[src/rtl/fll_if_pkg.sv]
// Shared definitions for the FLL configuration-bus responder: register
// addresses, CFG1 field layout, INTEG write mask and default reset values.
package fll_if_pkg;

   localparam logic [1:0] FLL_ADDR_STATUS = 2'd0;
   localparam logic [1:0] FLL_ADDR_CFG1   = 2'd1;
   localparam logic [1:0] FLL_ADDR_CFG2   = 2'd2;
   localparam logic [1:0] FLL_ADDR_INTEG  = 2'd3;

   // Only the integrator field [25:16] of INTEG is implemented.
   localparam logic [31:0] FLL_INTEG_MASK = 32'h03FF_0000;

   localparam int unsigned FLL_LOCK_CYCLES_DEF = 64;
   localparam logic [31:0] FLL_CFG1_RST_DEF    = 32'h0000_05F5;
   localparam logic [31:0] FLL_CFG2_RST_DEF    = 32'h0000_0002;
   localparam logic [31:0] FLL_INTEG_RST_DEF   = 32'h0000_0000;

   typedef struct packed {
      logic        mode;   // [31]
      logic        rsvd;   // [30]
      logic [3:0]  div;    // [29:26]
      logic [9:0]  dco;    // [25:16]
      logic [15:0] mult;   // [15:0]
   } fll_cfg1_t;

   typedef enum logic {
      FSM_IDLE = 1'b0,
      FSM_ACK  = 1'b1
   } fll_fsm_e;

   // STATUS word: current multiplier in the low half, lock flag at bit 16.
   function automatic logic [31:0] fll_status(fll_cfg1_t cfg1, logic lock);
      return {15'b0, lock, cfg1.mult};
   endfunction

endpackage

[src/rtl/fll_if_responder_if.sv]
// FLL configuration bus: 4-phase req/ack with bundled command and data.
interface fll_if_responder_if;
   logic        req;
   logic        wrn;    // 1 = read, 0 = write
   logic [1:0]  addr;
   logic [31:0] wdata;
   logic        ack;
   logic [31:0] rdata;

   modport master (output req, wrn, addr, wdata, input ack, rdata);
   modport slave  (input req, wrn, addr, wdata, output ack, rdata);
endinterface

[src/rtl/fll_lock_timer.sv]
// Lock settle timer: counts LOCK_CYCLES down after reset or restart and
// raises lock once the count expires. A restart always wins over expiry.
module fll_lock_timer #(
   parameter int unsigned LOCK_CYCLES = 64
) (
   input  logic clk_i,
   input  logic rst_ni,
   input  logic restart_i,
   output logic lock_o
);
   localparam int unsigned CW = $clog2(LOCK_CYCLES + 1);
   localparam logic [CW-1:0] LOAD = CW'(LOCK_CYCLES);
   localparam logic [CW-1:0] ONE  = CW'(1);

   logic [CW-1:0] cnt_q, cnt_d;
   logic          lock_q, lock_d;

   // Next-state: reload on restart, otherwise count down and lock on 1 -> 0.
   always_comb begin
      cnt_d  = cnt_q;
      lock_d = lock_q;
      if (restart_i) begin
         cnt_d  = LOAD;
         lock_d = 1'b0;
      end else if (cnt_q != '0) begin
         cnt_d = cnt_q - ONE;
         if (cnt_q == ONE) begin
            lock_d = 1'b1;
         end
      end
   end

   // Counter and lock flag registers.
   always_ff @(posedge clk_i or negedge rst_ni) begin
      if (!rst_ni) begin
         cnt_q  <= LOAD;
         lock_q <= 1'b0;
      end else begin
         cnt_q  <= cnt_d;
         lock_q <= lock_d;
      end
   end

   assign lock_o = lock_q;
endmodule

[src/rtl/fll_sync2.sv]
// Two-flop synchroniser for a single-bit level crossing into clk_i.
module fll_sync2 (
   input  logic clk_i,
   input  logic rst_ni,
   input  logic d_i,
   output logic q_o
);
   logic meta_q;
   logic sync_q;

   // Shift the asynchronous level through two flops to resolve metastability.
   always_ff @(posedge clk_i or negedge rst_ni) begin
      if (!rst_ni) begin
         meta_q <= 1'b0;
         sync_q <= 1'b0;
      end else begin
         meta_q <= d_i;
         sync_q <= meta_q;
      end
   end

   assign q_o = sync_q;
endmodule

[src/rtl/fll_if_responder.sv]
// Target-side endpoint of the FLL configuration bus. Synchronises the
// incoming request, performs one register access per 4-phase handshake
// and exposes the configuration fields plus a lock indication.
module fll_if_responder
   import fll_if_pkg::*;
#(
   parameter int unsigned LOCK_CYCLES = FLL_LOCK_CYCLES_DEF,
   parameter logic [31:0] CFG1_RST    = FLL_CFG1_RST_DEF,
   parameter logic [31:0] CFG2_RST    = FLL_CFG2_RST_DEF,
   parameter logic [31:0] INTEG_RST   = FLL_INTEG_RST_DEF
) (
   input  logic                clk_i,
   input  logic                rst_ni,
   fll_if_responder_if.slave   bus,
   output logic                lock_o,
   output logic [15:0]         mult_o,
   output logic [3:0]          div_o,
   output logic [31:0]         cfg2_o
);
   logic        req_s;
   logic        lock;
   logic        cfg1_wr;
   logic [31:0] rd_mux;

   fll_fsm_e    state_q, state_d;
   logic        ack_q, ack_d;
   logic [31:0] rdata_q, rdata_d;
   fll_cfg1_t   cfg1_q, cfg1_d;
   logic [31:0] cfg2_q, cfg2_d;
   logic [31:0] integ_q, integ_d;

   // Only req crosses domains; command and data are bundled and held stable.
   fll_sync2 u_req_sync (
      .clk_i (clk_i),
      .rst_ni(rst_ni),
      .d_i   (bus.req),
      .q_o   (req_s)
   );

   fll_lock_timer #(
      .LOCK_CYCLES(LOCK_CYCLES)
   ) u_lock_timer (
      .clk_i    (clk_i),
      .rst_ni   (rst_ni),
      .restart_i(cfg1_wr),
      .lock_o   (lock)
   );

   // Register read multiplexer (INTEG is stored already masked).
   always_comb begin
      rd_mux = '0;
      case (bus.addr)
         FLL_ADDR_STATUS: rd_mux = fll_status(cfg1_q, lock);
         FLL_ADDR_CFG1:   rd_mux = cfg1_q;
         FLL_ADDR_CFG2:   rd_mux = cfg2_q;
         default:         rd_mux = integ_q;
      endcase
   end

   // Handshake FSM: one access on entry to ACK, then wait for req to drop.
   always_comb begin
      state_d = state_q;
      ack_d   = ack_q;
      rdata_d = rdata_q;
      cfg1_d  = cfg1_q;
      cfg2_d  = cfg2_q;
      integ_d = integ_q;
      cfg1_wr = 1'b0;
      case (state_q)
         FSM_IDLE: begin
            if (req_s) begin
               state_d = FSM_ACK;
               ack_d   = 1'b1;
               if (bus.wrn) begin
                  rdata_d = rd_mux;
               end else begin
                  case (bus.addr)
                     FLL_ADDR_CFG1: begin
                        cfg1_d  = fll_cfg1_t'(bus.wdata);
                        cfg1_wr = 1'b1;
                     end
                     FLL_ADDR_CFG2:  cfg2_d  = bus.wdata;
                     FLL_ADDR_INTEG: integ_d = bus.wdata & FLL_INTEG_MASK;
                     default: ;  // STATUS is read-only; write is acknowledged only
                  endcase
               end
            end
         end
         FSM_ACK: begin
            if (!req_s) begin
               state_d = FSM_IDLE;
               ack_d   = 1'b0;
            end
         end
         default: begin
            state_d = FSM_IDLE;
            ack_d   = 1'b0;
         end
      endcase
   end

   // State, handshake outputs and configuration registers.
   always_ff @(posedge clk_i or negedge rst_ni) begin
      if (!rst_ni) begin
         state_q <= FSM_IDLE;
         ack_q   <= 1'b0;
         rdata_q <= '0;
         cfg1_q  <= fll_cfg1_t'(CFG1_RST);
         cfg2_q  <= CFG2_RST;
         integ_q <= INTEG_RST & FLL_INTEG_MASK;
      end else begin
         state_q <= state_d;
         ack_q   <= ack_d;
         rdata_q <= rdata_d;
         cfg1_q  <= cfg1_d;
         cfg2_q  <= cfg2_d;
         integ_q <= integ_d;
      end
   end

   assign bus.ack   = ack_q;
   assign bus.rdata = rdata_q;
   assign lock_o    = lock;
   assign mult_o    = cfg1_q.mult;
   assign div_o     = cfg1_q.div;
   assign cfg2_o    = cfg2_q;
endmodule
[src/flat_wrapper.sv]
// flat-port wrapper written by rule: the top's interface ports become plain ports
module fll_if_responder_flat import fll_if_pkg::*;
#(
   parameter int unsigned LOCK_CYCLES = FLL_LOCK_CYCLES_DEF,
   parameter logic [31:0] CFG1_RST    = FLL_CFG1_RST_DEF,
   parameter logic [31:0] CFG2_RST    = FLL_CFG2_RST_DEF,
   parameter logic [31:0] INTEG_RST   = FLL_INTEG_RST_DEF
)
  (clk_i, rst_ni, lock_o, mult_o, div_o, cfg2_o, bus_req, bus_wrn, bus_addr, bus_wdata, bus_ack, bus_rdata);
  fll_if_responder_if bus_i ();
  input  logic clk_i;
  input  logic rst_ni;
  output logic lock_o;
  output logic [15:0] mult_o;
  output logic [3:0] div_o;
  output logic [31:0] cfg2_o;
  input wire logic [$bits(bus_i.req)-1:0] bus_req;
  input wire logic [$bits(bus_i.wrn)-1:0] bus_wrn;
  input wire logic [$bits(bus_i.addr)-1:0] bus_addr;
  input wire logic [$bits(bus_i.wdata)-1:0] bus_wdata;
  output wire logic [$bits(bus_i.ack)-1:0] bus_ack;
  output wire logic [$bits(bus_i.rdata)-1:0] bus_rdata;
  assign bus_i.req = bus_req;
  assign bus_i.wrn = bus_wrn;
  assign bus_i.addr = bus_addr;
  assign bus_i.wdata = bus_wdata;
  assign bus_ack = bus_i.ack;
  assign bus_rdata = bus_i.rdata;
  fll_if_responder #(.LOCK_CYCLES(LOCK_CYCLES), .CFG1_RST(CFG1_RST), .CFG2_RST(CFG2_RST), .INTEG_RST(INTEG_RST)) u_core (.clk_i(clk_i), .rst_ni(rst_ni), .bus(bus_i), .lock_o(lock_o), .mult_o(mult_o), .div_o(div_o), .cfg2_o(cfg2_o));
endmodule
[config.mk]
export PLATFORM = sky130hd
export DESIGN_NAME = fll_if_responder_flat
export DESIGN_NICKNAME = d
export VERILOG_FILES = /design/src/rtl/fll_if_pkg.sv /design/src/rtl/fll_if_responder_if.sv /design/src/rtl/fll_lock_timer.sv /design/src/rtl/fll_sync2.sv /design/src/rtl/fll_if_responder.sv /design/src/flat_wrapper.sv
export SDC_FILE = /design/constraint.sdc
export NUM_CORES = 1
export LEC_CHECK = 0
export BUFFER_PORTS_ARGS = -buffer_cell sky130_fd_sc_hd__clkbuf_2
export CAP_MARGIN = 20
export CORE_MARGIN = 3
export CORE_UTILIZATION = 53
export CTS_CLUSTER_SIZE = 14
export DETAILED_ROUTE_END_ITERATION = 10
export HOLD_SLACK_MARGIN = 0.12
export PLACE_DENSITY = 0.85
export SLEW_MARGIN = 25
export SYNTH_ARGS = -nofsm -noshare
export SYNTH_HDL_FRONTEND = slang
export SYNTH_SLANG_ARGS = --single-unit
export TNS_END_PERCENT = 100
[constraint.sdc]
create_clock -name clk_i -period 1.8 [get_ports clk_i]
set_input_delay 0.27 -clock clk_i [delete_from_list [all_inputs] [get_ports clk_i]]
set_output_delay 0.27 -clock clk_i [all_outputs]
set_load 0.02 [all_outputs]
==> metrics.log, run 1 <==
INFO  metric criticalPathCategory = flop to flop
INFO  metric critical_path.max_fanout = 6
INFO  metric worst_ir_drop_vdd = 0.791 mV
INFO  metric max_slew_margin = 71.8%
INFO  metric prevailing_post_synth_register_cell = sky130_fd_sc_hd__dfrtp_1
INFO  metric area.growth.synth_to_final = 32.2%
INFO  metric hold_class = primary input to async pin
INFO  metric slew_viol_final = 0
INFO  metric synth_sequential_area_ratio = 58.4%
INFO  metric totalNegativeSetupSlack = 0 ns
INFO  metric place_ws = 0.0562 ns
INFO  metric cts-buffers-inserted = 17
INFO  metric most_repeated_cell_in_the_gate_level_netlist_after_synthesis = sky130_fd_sc_hd__dfrtp_1
INFO  metric nets_in_the_synthesized_netlist = 437
INFO  metric route.detailed.wl_per_inst = 17.8 um
INFO  metric outcome = finished clean
INFO  metric finClkSkew = 0.00702 ns
INFO  metric drt_wl_total = 12,200 um
INFO  metric fmax = 579 MHz
INFO  metric yosys_register_bits = 118
INFO  metric power_per_cell_area = 1410 nW/um^2
INFO  metric nets = 587
INFO  metric drive_above_1_share = 48.2%
INFO  metric final.setup.worst_slack = 0.0722 ns
INFO  metric crit_required = 2.18 ns
INFO  metric rsz0062_at_grt = false
INFO  metric initial_antenna_violation_count = 0
INFO  metric post_syn_area_per_cell = 12.8 um^2
INFO  metric netlist.top_cell.by_area = sky130_fd_sc_hd__dfrtp_1
INFO  metric grt_pass1_wl = 20,700 um
INFO  metric synth.top_cell.area_share = 53.3%
INFO  metric postSynthCellCount = 397
INFO  metric ys_top_cells_by_count = sky130_fd_sc_hd__dfrtp_1 (108), sky130_fd_sc_hd__mux2_2 (84), sky130_fd_sc_hd__nand2_1 (34), sky130_fd_sc_hd__o21ai_0 (32), sky130_fd_sc_hd__buf_4 (28)
INFO  metric critical_path.endpoint_type = flop
INFO  metric synth_edf_count = 0
INFO  metric tightest_slew = 0.423 ns
INFO  metric place.port_buffers = 123
INFO  metric grt_overflow = 0
INFO  metric die_width = 104 um
INFO  metric clk_transition_reported_paths = 0.06 ns
INFO  metric number_of_failing_hold_endpoints_at_the_final_stage = 0
INFO  metric grt_start_max_net_pins = 49
INFO  metric final.period_utilization = 96.0%
INFO  metric clock_tree.buffer_depth = 2
INFO  metric synthesis.yosys.warnings = 0
INFO  metric synth_top_cells_by_area = sky130_fd_sc_hd__dfrtp_1 (53%), sky130_fd_sc_hd__mux2_2 (19%), sky130_fd_sc_hd__dfstp_2 (5.2%), sky130_fd_sc_hd__buf_4 (4.1%), sky130_fd_sc_hd__o21ai_0 (3.2%)
INFO  metric top_level_i_o_count = 124
INFO  metric worst_setup_path_start_kind = flop
INFO  metric cap_viol_max_count = 0
INFO  metric clock_sinks = 118
INFO  metric initial_utilization = 54.6%
INFO  metric critical_path_arrival = 2.11 ns
INFO  metric synth-async-reset-ratio = 100%
INFO  metric place.gp.congestion = 0.795
INFO  metric clock_tree.htree_level_count = 4
INFO  metric dp_hpwl = 7740 um
INFO  metric floorplan.core_area = 9280 um^2
INFO  metric post_synth_num_cell_types = 37
INFO  metric drt.antenna.violating_nets = 0
INFO  metric total_leakage_power = 3.13 nW
INFO  metric worstSkewPairLatency = 0.50 ns
INFO  metric die-area = 10,800 um^2
INFO  metric period_minus_slack = 1.73 ns
INFO  metric synth.cell_area = 5070 um^2
INFO  metric grt_pass1_vias = 4,097
INFO  metric drt_pass1_iterations = 4
INFO  metric rows = 35
INFO  metric grt_util_all_layers = 24.1%
INFO  metric 1st_iter_drt_viols = 107
INFO  metric drc = 0
INFO  metric cts_tree = yes
INFO  metric root_buffer = sky130_fd_sc_hd__clkbuf_8
INFO  metric final-setup-viol-count = 0
INFO  metric fp.dieH = 104 um
INFO  metric num_vias = 3,666
INFO  metric final_antenna_diode_count = 0
INFO  metric routed_via_density = 5.32
-- critical path, cell delays in order, from the launching register on --
cell,delay [ns]
sky130_fd_sc_hd__dfrtp_1,0.38
sky130_fd_sc_hd__inv_1,0.09
sky130_fd_sc_hd__ha_2,0.22
sky130_fd_sc_hd__nor3b_4,0.19
sky130_fd_sc_hd__a2111oi_4,0.36
sky130_fd_sc_hd__mux2_2,0.38
-- state kept, by name, indices dropped and copies added (netlist names) --
signal,flops
u_core.bus.rdata,32
u_core.cfg2_o,32
u_core.mult_o,16
u_core.cfg1_q,12
u_core.integ_q,10
u_core.u_lock_timer.cnt_q,7
u_core.div_o,4
u_core.bus.ack,1
u_core.state_q,1
u_core.u_lock_timer.lock_o,1
u_core.u_req_sync.meta_q,1
u_core.u_req_sync.q_o,1
-- cells by family (layout without fill, tap and decap cells) --
group,Yosys count,after routing,synth area share (%)
DFF,118,118,58.4
muxes,86,86,19.3
AOI/OAI and AO/OA,74,74,8.51
and+or+nand+nor,70,70,7.42
buffers and inverters,45,208,5.45
adders and majority gates,3,3,0.690
xor gates and xnor gates,1,1,0.173
-- report_power, final --
| part | internal (mW) | switching, mW | total (mW) |
|---|---|---|---|
| Clock | 2.00 | 1.18 | 3.18 |
| Combinational | 1.08 | 1.36 | 2.44 |
| Sequential | 3.34 | 0.508 | 3.85 |
| Total | 6.42 | 3.05 | 9.47 |
-- cells in the final DEF (no fill, tap or decap), types with 2 or more instances in the layout --
| cell | n |
|---|---|
| sky130_fd_sc_hd__clkinv_4 | 2 |
| sky130_fd_sc_hd__clkbuf_1 | 2 |
| sky130_fd_sc_hd__clkinvlp_4 | 5 |
| sky130_fd_sc_hd__dfstp_2 | 10 |
| sky130_fd_sc_hd__buf_12 | 6 |
| sky130_fd_sc_hd__clkbuf_16 | 16 |
| sky130_fd_sc_hd__a22oi_1 | 15 |
| sky130_fd_sc_hd__clkbuf_2 | 122 |
| sky130_fd_sc_hd__dlygate4sd3_1 | 34 |
| sky130_fd_sc_hd__o21ai_0 | 32 |
| sky130_fd_sc_hd__dfrtp_1 | 108 |
| sky130_fd_sc_hd__clkbuf_8 | 2 |
| sky130_fd_sc_hd__inv_1 | 4 |
| sky130_fd_sc_hd__or3_1 | 2 |
| sky130_fd_sc_hd__nand2b_1 | 2 |
| sky130_fd_sc_hd__a21oi_1 | 21 |
| sky130_fd_sc_hd__buf_4 | 10 |
| sky130_fd_sc_hd__nand3_1 | 2 |
| sky130_fd_sc_hd__nor3_1 | 3 |
| sky130_fd_sc_hd__nor3b_4 | 2 |
| sky130_fd_sc_hd__clkinv_2 | 3 |
| sky130_fd_sc_hd__nand2_1 | 34 |
| sky130_fd_sc_hd__nor2b_1 | 17 |
| sky130_fd_sc_hd__bufinv_16 | 2 |
| sky130_fd_sc_hd__mux2_2 | 84 |
-- area by class of cell --
| class | instances | area (um^2) |
|---|---|---|
| timing repair buffer | 172 | 1150 |
| inverter | 4 | 15.0 |
| fill | 633 | 2580 |
| multi-input combinational | 234 | 1850 |
| clock buffer | 20 | 435 |
| tap | 129 | 161 |
| sequential | 118 | 2970 |
| clock inverter | 12 | 130 |
-- path summary, 6_finish.rpt --
| kind | startpoint | to | slack, ns | depth (start not counted) |
|---|---|---|---|---|
| setup / recovery | u_core.u_lock_timer.cnt_q[0]$_DFFE_PN0P_ | u_core.u_lock_timer.cnt_q[5]$_DFFE_PN0P_ | 0.07 | 5 |
| hold / removal | rst_ni | u_core.bus.rdata[3]$_DFFE_PN0P_ | 0.24 | 2 |
| setup reg to reg | u_core.u_lock_timer.cnt_q[0]$_DFFE_PN0P_ | u_core.u_lock_timer.cnt_q[5]$_DFFE_PN0P_ | 0.07 | 5 |
| hold reg to reg | u_core.u_req_sync.meta_q$_DFF_PN0_ | u_core.u_req_sync.q_o$_DFF_PN0_ | 0.36 | 0 |
| max in group asynchronous | rst_ni | u_core.u_lock_timer.cnt_q[6]$_DFFE_PN1P_ | 0.89 | 3 |
| min in group clk_i | bus_wrn | u_core.u_lock_timer.cnt_q[6]$_DFFE_PN1P_ | 0.27 | 5 |
-- metrics by stage --
step           cells  cell area [um^2]  utilization (%)  total power, mW  hold slack (ns)
4_1_cts          688              6680             71.9             9.46            0.240
6_report         689              6710             72.3             9.47            0.245
3_3_place_gp     622              5770             62.2             6.02            0.230
3_5_place_dp     622              5770             62.2             6.19            0.239
5_1_grt          689              6710             72.3             9.95            0.269
2_1_floorplan    397              5070                -             5.40          -0.0256
-- layer usage --
metal	track usage [%]	share of wire, %	up-vias
met5	0	0	-
met4	10.5	2.1	0
met2	41.6	54	120
met1	28.5	40	1852
met3	5.79	4.1	20
li1	-	-	1674
-- repair_timing --
item	4_1_cts	5_1_grt
setup buffers	0	1
setup endpoints to repair	0	1
endpoints found under the hold margin	190	0
resized for setup	0	3
hold buffers	34	0
Note: power is estimated with default switching activity, not from simulation.
==> run 2: changes to the inputs <==
Clock period 1.8 ns to 1.9 ns, I/O delays scaled along.
==> run 2 against run 1 <==
Against the previous run: core utilization down 0.081 points; critical path type unchanged; via count decreased by 0.27%; fmax down 1.4%; sequential share of layout area is essentially flat.
==> metrics.log, run 2 (synthesized netlist as in run 1, its figures left out) <==
INFO  metric drc = 0 (unchanged)
INFO  metric routed_via_density = 5.30 (was 5.32)
INFO  metric place.port_buffers = 123 (unchanged)
INFO  metric final_cells = 690 (was 689)
INFO  metric postCtsSetupRepairBufs = 0 (unchanged)
INFO  metric clock_tree.htree_level_count = 4 (unchanged)
INFO  metric tightest_slew = 0.460 ns (was 0.423 ns)
INFO  metric multi_input_area = 1830 um^2 (was 1850 um^2)
INFO  metric critical_path.max_fanout = 6 (unchanged)
INFO  metric finalCoreUtilization = 72.2% (was 72.3%)
INFO  metric total_leakage_power = 3.15 nW (was 3.13 nW)
INFO  metric drt.antenna.violating_nets = 0 (unchanged)
INFO  metric number_of_failing_hold_endpoints_at_the_final_stage = 0 (unchanged)
INFO  metric critical_path.endpoint_type = flop (unchanged)
INFO  metric grt_start_max_net_pins = 51 (was 49)
INFO  metric cap_viol_max_count = 0 (unchanged)
INFO  metric root_buffer = sky130_fd_sc_hd__clkbuf_8 (unchanged)
INFO  metric nets = 588 (was 587)
INFO  metric worstSkewPairLatency = 0.49 ns (was 0.50 ns)
INFO  metric initial_antenna_violation_count = 0 (unchanged)
INFO  metric placed_cells = 624 (was 622)
INFO  metric clock_sinks = 118 (unchanged)
INFO  metric critPathBufInv = 1 (unchanged)
INFO  metric slew_viol_final = 0 (unchanged)
INFO  metric fp.dieH = 104 um (unchanged)
INFO  metric drt_wl_total = 11,900 um (was 12,200 um)
INFO  metric num_vias = 3,656 (was 3,666)
INFO  metric grt_overflow = 0 (unchanged)
INFO  metric dp_hpwl = 7610 um (was 7740 um)
INFO  metric final_antenna_diode_count = 0 (unchanged)
INFO  metric worst_ir_drop_vdd = 0.730 mV (was 0.791 mV)
INFO  metric drive_above_1_share = 48.3% (was 48.2%)
INFO  metric hold_class = primary input to async pin (unchanged)
INFO  metric rsz0062_at_grt = false (unchanged)
INFO  metric r2r_end = u_core.u_lock_timer.cnt_q[5]$_DFFE_PN0P_ (unchanged)
INFO  metric die-area = 10,800 um^2 (unchanged)
INFO  metric layout_commonest_cell = sky130_fd_sc_hd__clkbuf_2 (unchanged)
INFO  metric fill_cell_count = 647 (was 633)
INFO  metric initial_utilization = 54.6% (unchanged)
INFO  metric totalNegativeSetupSlack = 0 ns (unchanged)
INFO  metric fin_total_pwr = 8.94 mW (was 9.47 mW)
INFO  metric place_ws = 0.165 ns (was 0.0562 ns)
INFO  metric crit_required = 2.28 ns (was 2.18 ns)
INFO  metric r2r_start = u_core.u_lock_timer.cnt_q[0]$_DFFE_PN0P_ (unchanged)
INFO  metric area.growth.synth_to_final = 32.1% (was 32.2%)
INFO  metric die_width = 104 um (unchanged)
INFO  metric final-setup-viol-count = 0 (unchanged)
INFO  metric final.period_utilization = 92.2% (was 96.0%)
INFO  metric highest_count_cells_in_the_layout_ignoring_fill_and_taps = sky130_fd_sc_hd__clkbuf_2 (122), sky130_fd_sc_hd__dfrtp_1 (108), sky130_fd_sc_hd__mux2_2 (84) (unchanged)
INFO  metric drt_pass1_iterations = 4 (unchanged)
INFO  metric fmax = 571 MHz (was 579 MHz)
INFO  metric route.detailed.wl_per_inst = 17.3 um (was 17.8 um)
INFO  metric top_level_i_o_count = 124 (unchanged)
INFO  metric reg2reg_slack = 0.15 ns (was 0.07 ns)
INFO  metric cts_tree = yes (unchanged)
INFO  metric criticalPathCategory = flop to flop (unchanged)
INFO  metric place.gp.congestion = 0.827 (was 0.795)
INFO  metric period_minus_slack = 1.75 ns (was 1.73 ns)
INFO  metric timing.critical_path.cells = inv_1 -> ha_1 -> nor3b_2 -> a2111oi_2 -> mux2_2 (was inv_1 -> ha_2 -> nor3b_4 -> a2111oi_4 -> mux2_2)
INFO  metric grt_pass1_vias = 4,005 (was 4,097)
INFO  metric critical_path_arrival = 2.13 ns (was 2.11 ns)
INFO  metric outcome = finished clean (unchanged)
INFO  metric finClkSkew = 0.00870 ns (was 0.00702 ns)
INFO  metric layout.area.seq = 2970 um^2 (unchanged)
INFO  metric cpMaxStageDelayCell = sky130_fd_sc_hd__dfrtp_1 (unchanged)
INFO  metric cells_on_worst_reg2reg_path = 5 (unchanged)
INFO  metric cts-buffers-inserted = 17 (unchanged)
INFO  metric 1st_iter_drt_viols = 132 (was 107)
INFO  metric worst_setup_path_start_kind = flop (unchanged)
INFO  metric clock_tree.buffer_depth = 2 (unchanged)
INFO  metric grt_pass1_wl = 20,300 um (was 20,700 um)
INFO  metric power_per_cell_area = 1330 nW/um^2 (was 1410 nW/um^2)
INFO  metric origin_of_the_worst_setup_path = u_core.u_lock_timer.cnt_q[0]$_DFFE_PN0P_ (unchanged)
INFO  metric clk_transition_reported_paths = 0.06 ns (about the same)
INFO  metric slowest_delay = 0.40 ns (was 0.38 ns)
INFO  metric critical_path.top_delay_family = flip-flops (unchanged)
INFO  metric rows = 35 (unchanged)
INFO  metric grt_util_all_layers = 23.4% (was 24.1%)
INFO  metric final.setup.worst_slack = 0.148 ns (was 0.0722 ns)
INFO  metric max_slew_margin = 69.2% (was 71.8%)
INFO  metric floorplan.core_area = 9280 um^2 (unchanged)
==> run 2: timing repair <==
| item | in CTS | in global routing |
|---|---|---|
| hold buffers | 34 | 0 |
| gates resized for setup | 0 | 0 |
| hold endpoints to repair | 186 | 0 |
==> run 2: layout make-up <==
type | instances | area share [%]
clock buffers | 23 | 7.26
clock inverters | 9 | 1.46
inverters | 4 | 0.224
multi-input cells | 234 | 27.4
flip-flops and latches | 118 | 44.3
well taps | 129 | 2.41
repair buffers | 173 | 17.0
==> run 2: how the worst max path moves through the flow <==
stage	endpoint	slack (ns)	cells after the start
finish	u_core.u_lock_timer.cnt_q[5]$_DFFE_PN0P_	0.15	5
global placement	u_core.u_lock_timer.cnt_q[5]$_DFFE_PN0P_	0.23	5
floorplan	u_core.u_lock_timer.cnt_q[5]$_DFFE_PN0P_	0.28	3
detailed placement	u_core.u_lock_timer.cnt_q[5]$_DFFE_PN0P_	0.16	5
global route	u_core.u_lock_timer.cnt_q[5]$_DFFE_PN0P_	0.05	5
CTS	u_core.u_lock_timer.cnt_q[5]$_DFFE_PN0P_	0.14	5
==> run 2: where the power goes <==
part	leakage, nW	switching [mW]	internal [mW]
sequential	1.45	0.467	3.17
clock	0.293	1.05	2.02
combinational	1.41	1.25	0.983
==> run 2: worst register-to-register path: cells and delay by family (launching register included) <==
family | cells | cell delay, ns
AOI/OAI and AO/OA | 1 | 0.33
adders and majority gates | 1 | 0.24
buffers and inverters | 1 | 0.08
DFF | 1 | 0.40
muxes | 1 | 0.37
and+or+nand+nor | 1 | 0.22
==> run 2: layer usage <==
layer / vias up / share of wire, % / GRT usage (%)
li1: 1677 / - / -
met1: 1848 / 41 / 29.1
met2: 115 / 53 / 40.8
met3: 16 / 4.3 / 4.98
met4: 0 / 1.5 / 7.60
met5: - / 0 / 0
==> run 2: stage by stage <==
| step | hold slack [ns] | area (um^2) |
|---|---|---|
| 6_report | 0.207 | 6700 |
| 5_1_grt | 0.219 | 6700 |
| 4_1_cts | 0.202 | 6700 |
| 3_5_place_dp | 0.183 | 5780 |
| 3_3_place_gp | 0.179 | 5780 |
| 2_1_floorplan | -0.0106 | 5070 |
==> run 3: changes to the inputs <==
Clock period 1.9 ns to 1.7 ns, I/O delays scaled along.
==> run 3 against run 2 <==
Against the previous run: via count up 1.3%; critical path depth is 2 lower; fmax increased by 5.6%; register-to-register slack got worse by 0.11 ns; die area is the same; setup slack lost 0.11 ns; total power rose by 13%; combinational power up 22%; clock power is 8.8% higher; final area rose by 0.47%; critical endpoint unchanged; flip-flop and latch count is the same; clock-buffer cell count decreased by 1; largest power group unchanged.
==> metrics.log, run 3 (synthesized netlist as in run 1, its figures left out) <==
INFO  metric cts_tree = yes (unchanged)
INFO  metric grt_pass1_wl = 20,500 um (was 20,300 um)
INFO  metric routed_via_density = 5.36 (was 5.30)
INFO  metric outcome = finished clean (unchanged)
INFO  metric final.setup.worst_slack = 0.0417 ns (was 0.148 ns)
INFO  metric tightest_slew = 0.630 ns (was 0.460 ns)
INFO  metric multi_input_area = 1870 um^2 (was 1830 um^2)
INFO  metric route.detailed.wl_per_inst = 17.9 um (was 17.3 um)
INFO  metric cts-buffers-inserted = 17 (unchanged)
INFO  metric grt_start_max_net_pins = 119 (was 51)
INFO  metric worstSkewPairLatency = 0.49 ns (about the same)
INFO  metric timing.critical_path.cells = or3_4 -> a2111oi_4 -> mux2_4 (was inv_1 -> ha_1 -> nor3b_2 -> a2111oi_2 -> mux2_2)
INFO  metric grt_pass1_vias = 4,007 (was 4,005)
INFO  metric die_width = 104 um (unchanged)
INFO  metric criticalPathCategory = flop to flop (unchanged)
INFO  metric dp_hpwl = 7310 um (was 7610 um)
INFO  metric nets = 589 (was 588)
INFO  metric final-setup-viol-count = 0 (unchanged)
INFO  metric drt.antenna.violating_nets = 0 (unchanged)
INFO  metric fill_cell_count = 639 (was 647)
INFO  metric grt_overflow = 0 (unchanged)
INFO  metric crit_required = 2.07 ns (was 2.28 ns)
INFO  metric slew_viol_final = 0 (unchanged)
INFO  metric fp.dieH = 104 um (unchanged)
INFO  metric floorplan.core_area = 9280 um^2 (unchanged)
INFO  metric die-area = 10,800 um^2 (unchanged)
INFO  metric initial_utilization = 54.6% (unchanged)
INFO  metric place_ws = -0.0199 ns (was 0.165 ns)
INFO  metric final_antenna_diode_count = 0 (unchanged)
INFO  metric cap_viol_max_count = 0 (unchanged)
INFO  metric num_vias = 3,703 (was 3,656)
INFO  metric layout.area.seq = 2970 um^2 (unchanged)
INFO  metric top_level_i_o_count = 124 (unchanged)
INFO  metric place.gp.congestion = 0.780 (was 0.827)
INFO  metric clock_sinks = 118 (unchanged)
INFO  metric area.growth.synth_to_final = 32.7% (was 32.1%)
INFO  metric drive_above_1_share = 49.1% (was 48.3%)
INFO  metric 1st_iter_drt_viols = 159 (was 132)
INFO  metric grt_util_all_layers = 24.0% (was 23.4%)
INFO  metric rows = 35 (unchanged)
INFO  metric period_minus_slack = 1.66 ns (was 1.75 ns)
INFO  metric finClkSkew = 0.0100 ns (was 0.00870 ns)
INFO  metric critical_path.max_fanout = 3 (was 6)
INFO  metric total_leakage_power = 3.14 nW (was 3.15 nW)
INFO  metric cpMaxStageDelayCell = sky130_fd_sc_hd__or3_4 (was sky130_fd_sc_hd__dfrtp_1)
INFO  metric place.port_buffers = 123 (unchanged)
INFO  metric initial_antenna_violation_count = 0 (unchanged)
INFO  metric clock_tree.buffer_depth = 2 (unchanged)
INFO  metric drt_pass1_iterations = 4 (unchanged)
INFO  metric layout_commonest_cell = sky130_fd_sc_hd__clkbuf_2 (unchanged)
INFO  metric clk_transition_reported_paths = 0.05 ns (was 0.06 ns)
INFO  metric critical_path_arrival = 2.03 ns (was 2.13 ns)
INFO  metric fmax = 603 MHz (was 571 MHz)
INFO  metric totalNegativeSetupSlack = 0 ns (unchanged)
INFO  metric drt_wl_total = 12,400 um (was 11,900 um)
INFO  metric hold_class = primary input to flop (was primary input to async pin)
INFO  metric root_buffer = sky130_fd_sc_hd__clkbuf_8 (unchanged)
INFO  metric slowest_delay = 0.43 ns (was 0.40 ns)
INFO  metric highest_count_cells_in_the_layout_ignoring_fill_and_taps = sky130_fd_sc_hd__clkbuf_2 (122), sky130_fd_sc_hd__dfrtp_1 (108), sky130_fd_sc_hd__mux2_2 (83) (was sky130_fd_sc_hd__clkbuf_2 (122), sky130_fd_sc_hd__dfrtp_1 (108), sky130_fd_sc_hd__mux2_2 (84))
INFO  metric max_slew_margin = 58.0% (was 69.2%)
INFO  metric drc = 0 (unchanged)
INFO  metric final.period_utilization = 97.5% (was 92.2%)
INFO  metric clock_tree.htree_level_count = 4 (unchanged)
INFO  metric worst_ir_drop_vdd = 0.857 mV (was 0.730 mV)
INFO  metric critical_path.endpoint_type = flop (unchanged)
INFO  metric number_of_failing_hold_endpoints_at_the_final_stage = 0 (unchanged)
INFO  metric power_per_cell_area = 1500 nW/um^2 (was 1330 nW/um^2)
INFO  metric worst_setup_path_start_kind = flop (unchanged)
## run 3: through the flow
stage / hold WS, ns / std cells / total power, mW / util [%] / area [um^2]
final: 0.263 / 691 / 10.1 / 72.5 / 6730
after CTS: 0.242 / 690 / 10.0 / 72.1 / 6690
after detailed placement: 0.357 / 623 / 6.56 / 62.1 / 5770
after global routing: 0.278 / 691 / 10.6 / 72.5 / 6730
after floorplan: -0.0406 / 397 / 5.71 / - / 5070
after global placement: 0.345 / 623 / 6.40 / 62.1 / 5770
## run 3: path summary, 6_finish.rpt
path | from | end | depth (start not counted) | slack (ns)
setup / recovery | u_core.u_lock_timer.cnt_q[0]$_DFFE_PN0P_ | u_core.u_lock_timer.cnt_q[5]$_DFFE_PN0P_ | 3 | 0.04
setup reg to reg | u_core.u_lock_timer.cnt_q[0]$_DFFE_PN0P_ | u_core.u_lock_timer.cnt_q[5]$_DFFE_PN0P_ | 3 | 0.04
hold / removal | bus_wrn | u_core.u_lock_timer.cnt_q[6]$_DFFE_PN1P_ | 5 | 0.26
min in group asynchronous | rst_ni | u_core.cfg2_o[4]$_DFFE_PN0P_ | 3 | 0.39
hold reg to reg | u_core.u_req_sync.meta_q$_DFF_PN0_ | u_core.u_req_sync.q_o$_DFF_PN0_ | 0 | 0.37
max in group asynchronous | rst_ni | u_core.cfg1_q[17]$_DFFE_PN0P_ | 3 | 0.83
## run 3: power breakdown
group	switching (mW)	total [mW]	leakage [nW]	internal, mW
clock network	1.24	3.34	0.266	2.09
registers	0.530	4.07	1.45	3.54
logic	1.50	2.71	1.42	1.21
total	3.27	10.1	3.14	6.84
## run 3: repair_timing
action | CTS | global route
cloned | 0 | 0
setup buffers | 1 | 1
endpoints found under the setup margin | 2 | 3
gates resized for setup | 2 | 6
pin swaps | 0 | 2
hold buffers | 34 | 0
hold endpoints to repair | 183 | 0
## run 3: per-layer routing
| metal | GRT usage [%] | wire (um) | vias to the layer above |
|---|---|---|---|
| met5 | 0 | 0 | - |
| met4 | 9.02 | 318 | 0 |
| met3 | 5.67 | 642 | 28 |
| met2 | 41.8 | 6420 | 155 |
| met1 | 29.0 | 4990 | 1839 |
| li1 | - | - | 1681 |
## run 3: cell type report
class | count | area share, %
well taps | 129 | 2.40
repair buffers | 174 | 17.1
flip-flops and latches | 118 | 44.1
inverters | 4 | 0.223
clock inverters | 10 | 1.41
clock buffers | 22 | 7.03
multi-input cells | 234 | 27.8
## run 3: critical path: cells and delay by family, from the launching register on
kind	cells	cell delay, ns
AO/OA/AOI/OAI	1	0.38
flip-flops	1	0.40
AND/OR/NAND/NOR	1	0.43
multiplexers	1	0.34
